## config.mk

```make
export PLATFORM = sky130hd
export DESIGN_NAME = sr_latch_sequencer
export DESIGN_NICKNAME = d
export VERILOG_FILES = /design/src/rtl/sr_latch_sequencer.sv
export SDC_FILE = /design/constraint.sdc
export NUM_CORES = 1
export LEC_CHECK = 0
export ABC_AREA = 1
export CAP_MARGIN = 20
export CELL_PAD_IN_SITES_DETAIL_PLACEMENT = 1
export CELL_PAD_IN_SITES_GLOBAL_PLACEMENT = 1
export CORE_MARGIN = 5
export CORE_UTILIZATION = 30
export CTS_CLUSTER_SIZE = 8
export DETAILED_ROUTE_END_ITERATION = 12
export MAX_ROUTING_LAYER = met4
export PLACE_DENSITY_LB_ADDON = 0.08
export SYNTH_ARGS = -nofsm -noshare
export SYNTH_HDL_FRONTEND = slang
export SYNTH_SLANG_ARGS = --single-unit
export TNS_END_PERCENT = 1
```

## constraint.sdc

```tcl
create_clock -name clk -period 1.93 [get_ports clk]
set_input_delay 0.386 -clock clk [delete_from_list [all_inputs] [get_ports clk]]
set_output_delay 0.386 -clock clk [all_outputs]
set_load 0.01 [all_outputs]
```

## src/rtl/sr_latch_sequencer.sv

```systemverilog
// Command sequencer for a NAND set/reset latch array: issues one active-low
// preset/clear pulse per accepted command, waits for settling, then verifies the latch.
module sr_latch_sequencer #(
  parameter int WIDE   = 17,
  parameter int IDXW   = 5,
  parameter int PULSE  = 2,
  parameter int SETTLE = 3
) (
  input  logic             clk,
  input  logic             rst_n,
  input  logic             cmd_valid,
  output logic             cmd_ready,
  input  logic [IDXW-1:0]  cmd_idx,
  input  logic             cmd_val,
  output logic [WIDE+1:1]  preset,
  output logic [WIDE+1:1]  clear,
  input  logic [1:WIDE+1]  q_in,
  input  logic [1:WIDE+1]  qbar_in,
  output logic             done,
  output logic             err,
  output logic [1:0]       err_code
);

  localparam int N    = WIDE + 1;
  localparam int CMAX = (PULSE > SETTLE) ? PULSE : SETTLE;
  localparam int CW   = $clog2(CMAX + 1);
  localparam logic [IDXW-1:0] MAXIDX = IDXW'(N);

  typedef enum logic [1:0] {S_IDLE, S_PULSE, S_SETTLE, S_CHECK} state_t;

  state_t          state_reg, state_next;
  logic [CW-1:0]   cnt_reg, cnt_next;
  logic [IDXW-1:0] idx_reg, idx_next;
  logic            val_reg, val_next;
  logic [N:1]      preset_reg, preset_next;
  logic [N:1]      clear_reg, clear_next;
  logic            ready_reg, ready_next;
  logic            done_reg, done_next;
  logic            err_reg, err_next;
  logic [1:0]      code_reg, code_next;

  logic            accept;
  logic            idx_legal;
  logic            drive_low;
  logic            pulse_val;
  logic [IDXW-1:0] pulse_idx;
  logic [N:1]      sel_vec;

  assign accept    = cmd_valid & ready_reg;
  assign idx_legal = (cmd_idx != '0) && (cmd_idx <= MAXIDX);

  // In IDLE the bit being pulsed comes straight from the command; afterwards from the capture.
  assign pulse_idx = (state_reg == S_IDLE) ? cmd_idx : idx_reg;
  assign pulse_val = (state_reg == S_IDLE) ? cmd_val : val_reg;

  genvar gi;
  generate
    for (gi = 1; gi <= N; gi++) begin : g_sel
      assign sel_vec[gi] = (pulse_idx == IDXW'(gi));
    end
  endgenerate

  always_comb begin
    state_next  = state_reg;
    cnt_next    = cnt_reg;
    idx_next    = idx_reg;
    val_next    = val_reg;
    preset_next = '1;
    clear_next  = '1;
    ready_next  = 1'b0;
    done_next   = 1'b0;
    err_next    = 1'b0;
    code_next   = 2'b00;
    drive_low   = 1'b0;

    case (state_reg)
      S_IDLE: begin
        ready_next = 1'b1;
        if (accept) begin
          ready_next = 1'b0;
          idx_next   = cmd_idx;
          val_next   = cmd_val;
          if (idx_legal) begin
            state_next = S_PULSE;
            cnt_next   = CW'(PULSE - 1);
            drive_low  = 1'b1;
          end else begin
            state_next = S_CHECK;
            done_next  = 1'b1;
            err_next   = 1'b1;
            code_next  = 2'b10;
          end
        end
      end
      S_PULSE: begin
        if (cnt_reg == '0) begin
          state_next = S_SETTLE;
          cnt_next   = CW'(SETTLE - 1);
        end else begin
          cnt_next  = cnt_reg - CW'(1);
          drive_low = 1'b1;
        end
      end
      S_SETTLE: begin
        if (cnt_reg == '0) begin
          // Feedback is captured on the edge entering CHECK so done/err leave as registers.
          state_next = S_CHECK;
          done_next  = 1'b1;
          if (q_in[idx_reg] == qbar_in[idx_reg]) begin
            err_next  = 1'b1;
            code_next = 2'b11;
          end else if (q_in[idx_reg] != val_reg) begin
            err_next  = 1'b1;
            code_next = 2'b01;
          end
        end else begin
          cnt_next = cnt_reg - CW'(1);
        end
      end
      S_CHECK: begin
        state_next = S_IDLE;
        ready_next = 1'b1;
      end
      default: state_next = S_IDLE;
    endcase

    if (drive_low) begin
      if (pulse_val) preset_next = ~sel_vec;
      else           clear_next  = ~sel_vec;
    end
  end

  always_ff @(posedge clk) begin
    if (!rst_n) begin
      state_reg  <= S_IDLE;
      cnt_reg    <= '0;
      idx_reg    <= '0;
      val_reg    <= 1'b0;
      preset_reg <= '1;
      clear_reg  <= '1;
      ready_reg  <= 1'b0;
      done_reg   <= 1'b0;
      err_reg    <= 1'b0;
      code_reg   <= 2'b00;
    end else begin
      state_reg  <= state_next;
      cnt_reg    <= cnt_next;
      idx_reg    <= idx_next;
      val_reg    <= val_next;
      preset_reg <= preset_next;
      clear_reg  <= clear_next;
      ready_reg  <= ready_next;
      done_reg   <= done_next;
      err_reg    <= err_next;
      code_reg   <= code_next;
    end
  end

  assign preset    = preset_reg;
  assign clear     = clear_reg;
  assign cmd_ready = ready_reg;
  assign done      = done_reg;
  assign err       = err_reg;
  assign err_code  = code_reg;

  // Drive-safety invariants on the array control vectors.
  a_single_low: assert property (@(posedge clk) disable iff (!rst_n)
    $onehot0(~(preset_reg & clear_reg)));
  a_no_both_low: assert property (@(posedge clk) disable iff (!rst_n)
    ((~preset_reg & ~clear_reg) == '0));
  a_low_only_in_pulse: assert property (@(posedge clk) disable iff (!rst_n)
    (state_reg != S_PULSE) |-> ((&preset_reg) && (&clear_reg)));

endmodule

```

==> results of run 1 <==
## worst reg2reg max path: stages (launching register included)
cell and delay, ns:
dfxtp_1 0.40, inv_2 0.08, ha_4 0.19, buf_4 0.16, nand2_1 0.06, o21ai_0 0.11
inv_1 0.15, nand3_1 0.19, nor3_1 0.26, nand2_1 0.09
## cell families (layout without fill, tap and decap cells)
kind of cell / after synthesis / in the layout / synth area share [%]
compound gates: 34 / 34 / 8.307
fa+ha+maj: 6 / 6 / 3.236
buf+inv: 65 / 161 / 12.89
flops: 51 / 51 / 44.01
simple gates: 173 / 173 / 31.55
## path summary, 6_finish.rpt
check	startpoint	endpoint	slack (ns)	cells after the start
min reg2reg	cnt_reg[1]	cnt_reg[1]	0.51	2
min	cnt_reg[1]	cnt_reg[1]	0.51	2
max reg2reg	state_reg[0]	preset[15]	0.12	9
max	state_reg[0]	preset[15]	0.12	9
## cell type report
class | instances | area [sq um]
well taps | 102 | 127.6
flip-flops and latches | 51 | 1022
inverters | 57 | 217.7
repair buffers | 96 | 958.4
multi-input cells | 213 | 1020
fillers | 969 | 4187
clock buffers | 5 | 68.82
clock inverters | 3 | 46.29
## metal layers
metal / up-vias / global-route usage, % / share of wire (%)
met5: - / - / 0
met4: 0 / 3.195 / 0.90
met3: 5 / 3.429 / 5.5
met2: 55 / 24.40 / 50
met1: 1069 / 15.65 / 44
li1: 1204 / - / -
## placed cells by master, fill, tap and decap left out, types with 3 or more instances in the layout
cell type and n:
nand2_1 93, clkdlybuf4s50_1 85, inv_1 52, dfxtp_1 50, nand3_1 34, nor2_1 28, o21ai_0 13, a21oi_1 10
buf_4 9, nor2_2 6, ha_1 5, clkbuf_8 5, nor3_1 4, a211oi_1 4, inv_2 3, or2_2 3
## power by group through the flow
stage	combinational, mW	sequential (mW)	clock (mW)
6_report	1.70	1.21	0.762
5_1_grt	1.94	1.23	0.828
4_1_cts	1.67	1.21	0.787
3_5_place_dp	1.65	1.23	0
3_3_place_gp	1.61	1.23	0
2_1_floorplan	1.15	1.23	0
==> flow_summary_export.csv, run 1 <==
group,metric,value,unit
status,status,"completed",
power,p_int,2.200,mW
synth,synth_top_flop_cell,"dfxtp_1",
synth,synthCells,329,
power,p_total,3.681,mW
worst_setup_path,crit_top_cell,"nand2_1",
clock_tree,clk_pin_slew_worst_paths,0.10,ns
timing,worst_clock_skew,0.01224,ns
power,powerDensity,1064,mW/mm^2
clock_tree,cts_buffers,5,
timing,fin_setup_tns,0,ns
placed_design,place_area,0.003321,sq mm
layout,fin_area,0.003461,sq mm
synth,syn-cell-area,0.002320,sq mm
placed_design,io_buffers,85,
power,leakagePower,1.497,nW
timing,fmax,553.0,MHz
die,fp-row-count,32,
timing,fin_ws,0.1216,ns
timing,hold_violations,0,
die,dieWidth,97.94,um
grt,grt_pass1_vias,2427,
synth,yosysMostFrequentCell,"nand2_1",
clock_tree,root_buffer,"clkbuf_8",
worst_setup_path,cp_max_fo,8,
power,power.switching,1.480,mW
timing,tightestPinTransition,0.3675,ns
timing,setup-violations-final,0,
grt,antenna_found_initial,0,
placed_design,dp_slack,-0.07781,ns
layout,drive_gt1_share,8.941,%
grt,overflow,0,
worst_setup_path,worst_ep_arrival_time,2.00,ns
timing,post-route-min-period,1.808,ns
timing,rsz0062_at_grt,"true",
synth,synth_nets,380,
synth,synth_top_cell_area_share,44.01,%
worst_setup_path,crit_path_cell_trace,"inv_2 > ha_4 > buf_4 > nand2_1 > o21ai_0 > inv_1 > nand3_1 > nor3_1 > nand2_1",
power,clockPowerShare,20.7,%
die,die_h,97.94,um
drt,drtAntennaViolNets,0,
grt,grt_pass1_wl,10790,um
synth,synth_largest_area_cell,"dfxtp_1",
worst_setup_path,required,2.12,ns
timing,maxSlewHeadroom,75.24,%
clock_tree,clkSinkCount,51,
clock_tree,clock_path_buffers,2,
run,max_cap_viol_count,0,
layout,antenna_cells,0,
drt,drc,0,
synth,yosys-top-cells-area,"dfxtp_1 (44%), nand2_1 (15%), inv_1 (8.6%)",
synth,synth.ff_latch_count,51,
die,io_pins,86,
drt,wl_per_cell,12.17,um
clock_tree,cts_tree,"yes",
timing,slew_viol_final,0,
die,core_area,0.007647,sq mm
placed_design,place.gp.congestion,0.7865,
synth,yosysSeqAreaShare,44.01,%
drt,first_pass_iters,4,
worst_setup_path,endpoint_kind,"flop",
die,start_util,30.33,%
timing,period_share,93.70,%
timing,hold-worst-slack,0.5129,ns
min_path,hold_class,"flop to flop",
synth,async_reset_ff_share,0,%
worst_setup_path,cp_slowest_stage_delay,0.40,ns
placed_design,dp.cells,519,
worst_setup_path,critPathLaunchType,"flop",
synth,ys.warnings.count,0,
drt,vias,2333,
layout,finalNetCount,475,
power,p_comb_share,46.3,%
grt,track_usage,13.80,%
power,p_sw_share,40.22,%
clock_tree,holdBufCountCts,0,
clock_tree,cts.htree.levels,2,
worst_setup_path,crit_type,"flop to flop",
worst_setup_path,critPathSlowestCell,"dfxtp_1",
worst_setup_path,path_delay_family,"simple AND/OR/NAND/NOR gates",
drt,via_per_inst,4.427,
synth,synth_edf_count,0,
worst_setup_path,path_buf_inv,3,
power,pwr-share-seq,33.0,%
synth,synth_commonest_cells,"nand2_1 (93), inv_1 (53), dfxtp_1 (51)",
drt,wl,6414,um
clock_tree,clk_latency,0.31,ns
clock_tree,cts_setup_buffers,0,
synth,yosys.cell_types.count,25,
layout,final_cells,527,
die,dieArea,0.009591,sq mm
clock_tree,cts.repair.resized,1,
power,ir_drop,420.5,uV
layout,area_delta_synth_final,49.19,%
synth,avgSynthCellArea,7.051,sq um
grt,grt_max_degree,21,
drt,detailedRoute.firstIterationViolations,68,
placed_design,dpl.hpwl,5238,um
layout,finish.utilization,45.26,%
(Power assumes the default switching activity.)
==> run 2: changes to the inputs <==
ABC_AREA = not set   (was 1)
CORE_UTILIZATION = 31   (was 30)
REMOVE_ABC_BUFFERS = 1   (was not set)
==> flow_summary_export.csv, run 2 <==
group,metric,value,unit
worst_setup_path,path_buf_inv,1,
power,p_comb_share,41.7,%
clock_tree,clk_pin_slew_worst_paths,0.10,ns
grt,antenna_found_initial,0,
die,die_h,94.19,um
timing,hold_violations,0,
worst_setup_path,critPathLaunchType,"flop",
layout,mostFrequentLayoutCell,"clkdlybuf4s50_1",
layout,fillers,780,
worst_setup_path,crit_path_cell_trace,"buf_6 > mux4_2 > a32oi_2 > a22oi_2 > and2_4 > a2111oi_4",
grt,grt_pass1_wl,11000,um
placed_design,dpl.hpwl,5187,um
timing,post-route-min-period,1.958,ns
synth,ys.warnings.count,0,
drt,via_per_inst,4.631,
worst_setup_path,crit_path_end,"err",
drt,detailedRoute.firstIterationViolations,50,
timing,rsz0062_at_grt,"true",
synth,synth_top_flop_cell,"dfxtp_1",
timing,fmax,510.6,MHz
synth,yosysMostFrequentCell,"dfxtp_1",
synth,yosys-top-cells-area,"dfxtp_1 (46%), nand2_1 (7.7%), mux4_2 (6.2%)",
layout,drive_gt1_share,26.03,%
clock_tree,cts_buffers,5,
layout,regArea,0.001028,sq mm
timing,tightestPinTransition,0.5971,ns
status,failed_checks,"negative setup slack",
layout,layout_common_cells,"clkdlybuf4s50_1 (76), dfxtp_1 (49), nand2_1 (45)",
power,clockPowerShare,20.9,%
layout,multi_input_area,0.001240,sq mm
drt,first_pass_iters,4,
drt,drc,0,
grt,track_usage,16.11,%
clock_tree,cts.htree.levels,2,
synth,synth_largest_area_cell,"dfxtp_1",
die,core_area,0.006832,sq mm
power,power.switching,1.047,mW
clock_tree,clk_latency,0.31,ns
status,status,"finished with violations",
timing,fin_ws,-0.02839,ns
synth,synth_edf_count,0,
power,p_sw_share,33.24,%
synth,yosysSeqAreaShare,46.47,%
worst_setup_path,endpoint_kind,"flop",
timing,maxSlewHeadroom,60.19,%
grt,grt_pass1_vias,2306,
die,dieArea,0.008871,sq mm
die,dieWidth,94.19,um
worst_setup_path,reg2reg_to,"err",
timing,slew_viol_final,0,
timing,period_share,101.5,%
drt,wl,6639,um
layout,finalNetCount,415,
worst_setup_path,crit_start,"idx_reg[0]",
worst_setup_path,critPathSlowestCell,"mux4_2",
synth,async_reset_ff_share,0,%
synth,synth_commonest_cells,"dfxtp_1 (51), nand2_1 (45), nor2_1 (28)",
power,p_total,3.150,mW
synth,synth.ff_latch_count,51,
layout,area_delta_synth_final,69.02,%
worst_setup_path,crit_type,"flop to flop",
worst_setup_path,cp_max_fo,4,
clock_tree,root_buffer,"clkbuf_8",
placed_design,place.gp.congestion,0.8638,
synth,synth_top_cell_area_share,46.47,%
layout,antenna_cells,0,
worst_setup_path,cp_slowest_stage_delay,0.51,ns
clock_tree,clkSinkCount,51,
worst_setup_path,required,2.15,ns
worst_setup_path,path_delay_family,"compound AO/OA/AOI/OAI gates",
worst_setup_path,rrSetupSlack,-0.03,ns
power,p_int,2.103,mW
power,leakagePower,1.472,nW
grt,grt_max_degree,17,
min_path,hp-start,"cnt_reg[1]",
worst_setup_path,r2r_cells,6,
power,ir_drop,371.8,uV
grt,overflow,0,
die,fp-row-count,30,
timing,fin_setup_tns,-0.04702,ns
run,max_cap_viol_count,0,
drt,wl_per_cell,14.40,um
worst_setup_path,cp.depth,6,
timing,worst_clock_skew,0.006305,ns
timing,setup-violations-final,2,
power,powerDensity,848.3,mW/mm^2
placed_design,io_buffers,85,
clock_tree,cts_tree,"yes",
synth,syn-cell-area,0.002197,sq mm
power,pwr-share-seq,37.4,%
min_path,hold_class,"flop to flop",
synth,avgSynthCellArea,9.193,sq um
die,io_pins,86,
worst_setup_path,worst_ep_arrival_time,2.18,ns
synth,yosys.cell_types.count,38,
die,start_util,32.16,%
drt,vias,2135,
synth,synthCells,239,
clock_tree,clock_path_buffers,2,
worst_setup_path,worstReg2RegStart,"idx_reg[0]",
drt,drtAntennaViolNets,0,
[run 2: worst reg2reg max path, stage by stage (launching register included)]
cell and delay [ns]:
dfxtp_4 0.38, buf_6 0.12, mux4_2 0.51, a32oi_2 0.26, a22oi_2 0.14, and2_4 0.21, a2111oi_4 0.26
[run 2: what timing repair did]
| action | in CTS | in global routing |
|---|---|---|
| resized for setup | 25 | 24 |
| setup buffers | 1 | 2 |
| hold buffers | 0 | 0 |
| endpoints found under the setup margin | 41 | 40 |
| pin swaps | 11 | 5 |
[run 2: per-layer routing]
metal | wire length (um) | up-vias | global-route usage (%)
met5 | 0 | - | -
met2 | 3382 | 56 | 28.31
met3 | 310 | 10 | 2.885
li1 | - | 1068 | -
met1 | 2851 | 1001 | 18.69
met4 | 95 | 0 | 4.813
[run 2: area by class of cell]
type,instances,area share (%)
inverter,9,0.9097
clock buffer,6,2.224
sequential,51,27.70
timing repair buffer,130,32.11
tap,96,3.234
multi-input combinational,167,33.39
clock inverter,2,0.4380
[run 2: kinds of logic after synthesis]
family | share of synthesized area [%]
adders and majority gates | 3.417
AOI/OAI and AO/OA | 11.62
and+or+nand+nor | 21.87
muxes | 12.76
buffers and inverters | 3.872
DFF | 46.47
[run 2: worst min-delay path by stage]
stage / to / slack [ns] / cells after the start
6_report: cnt_reg[1] / 0.49 / 2
5_1_grt: cnt_reg[1] / 0.52 / 2
4_1_cts: cnt_reg[1] / 0.49 / 2
3_5_place_dp: cnt_reg[1] / 0.47 / 2
3_3_place_gp: cnt_reg[1] / 0.47 / 2
2_1_floorplan: cnt_reg[1] / 0.45 / 2
[run 2: power by group through the flow]
stage / clock, mW / combinational (mW) / sequential, mW
after global placement: 0 / 1.14 / 1.20
after CTS: 0.682 / 1.23 / 1.18
after global routing: 0.720 / 1.44 / 1.19
final: 0.659 / 1.31 / 1.18
after detailed placement: 0 / 1.16 / 1.20
after floorplan: 0 / 0.563 / 1.23
[run 2: through the flow]
| step | instances | instance area [sq um] | hold slack (ns) | worst slack [ns] | util (%) |
|---|---|---|---|---|---|
| 3_3_place_gp | 450 | 3432 | 0.4665 | -0.5824 | 50.24 |
| 6_report | 461 | 3714 | 0.4876 | -0.02839 | 54.36 |
| 4_1_cts | 459 | 3593 | 0.4914 | -0.02752 | 52.60 |
| 3_5_place_dp | 450 | 3432 | 0.4740 | -0.6646 | 50.24 |
| 5_1_grt | 461 | 3714 | 0.5224 | -0.1179 | 54.36 |
| 2_1_floorplan | 227 | 2146 | 0.4486 | -0.6358 | - |
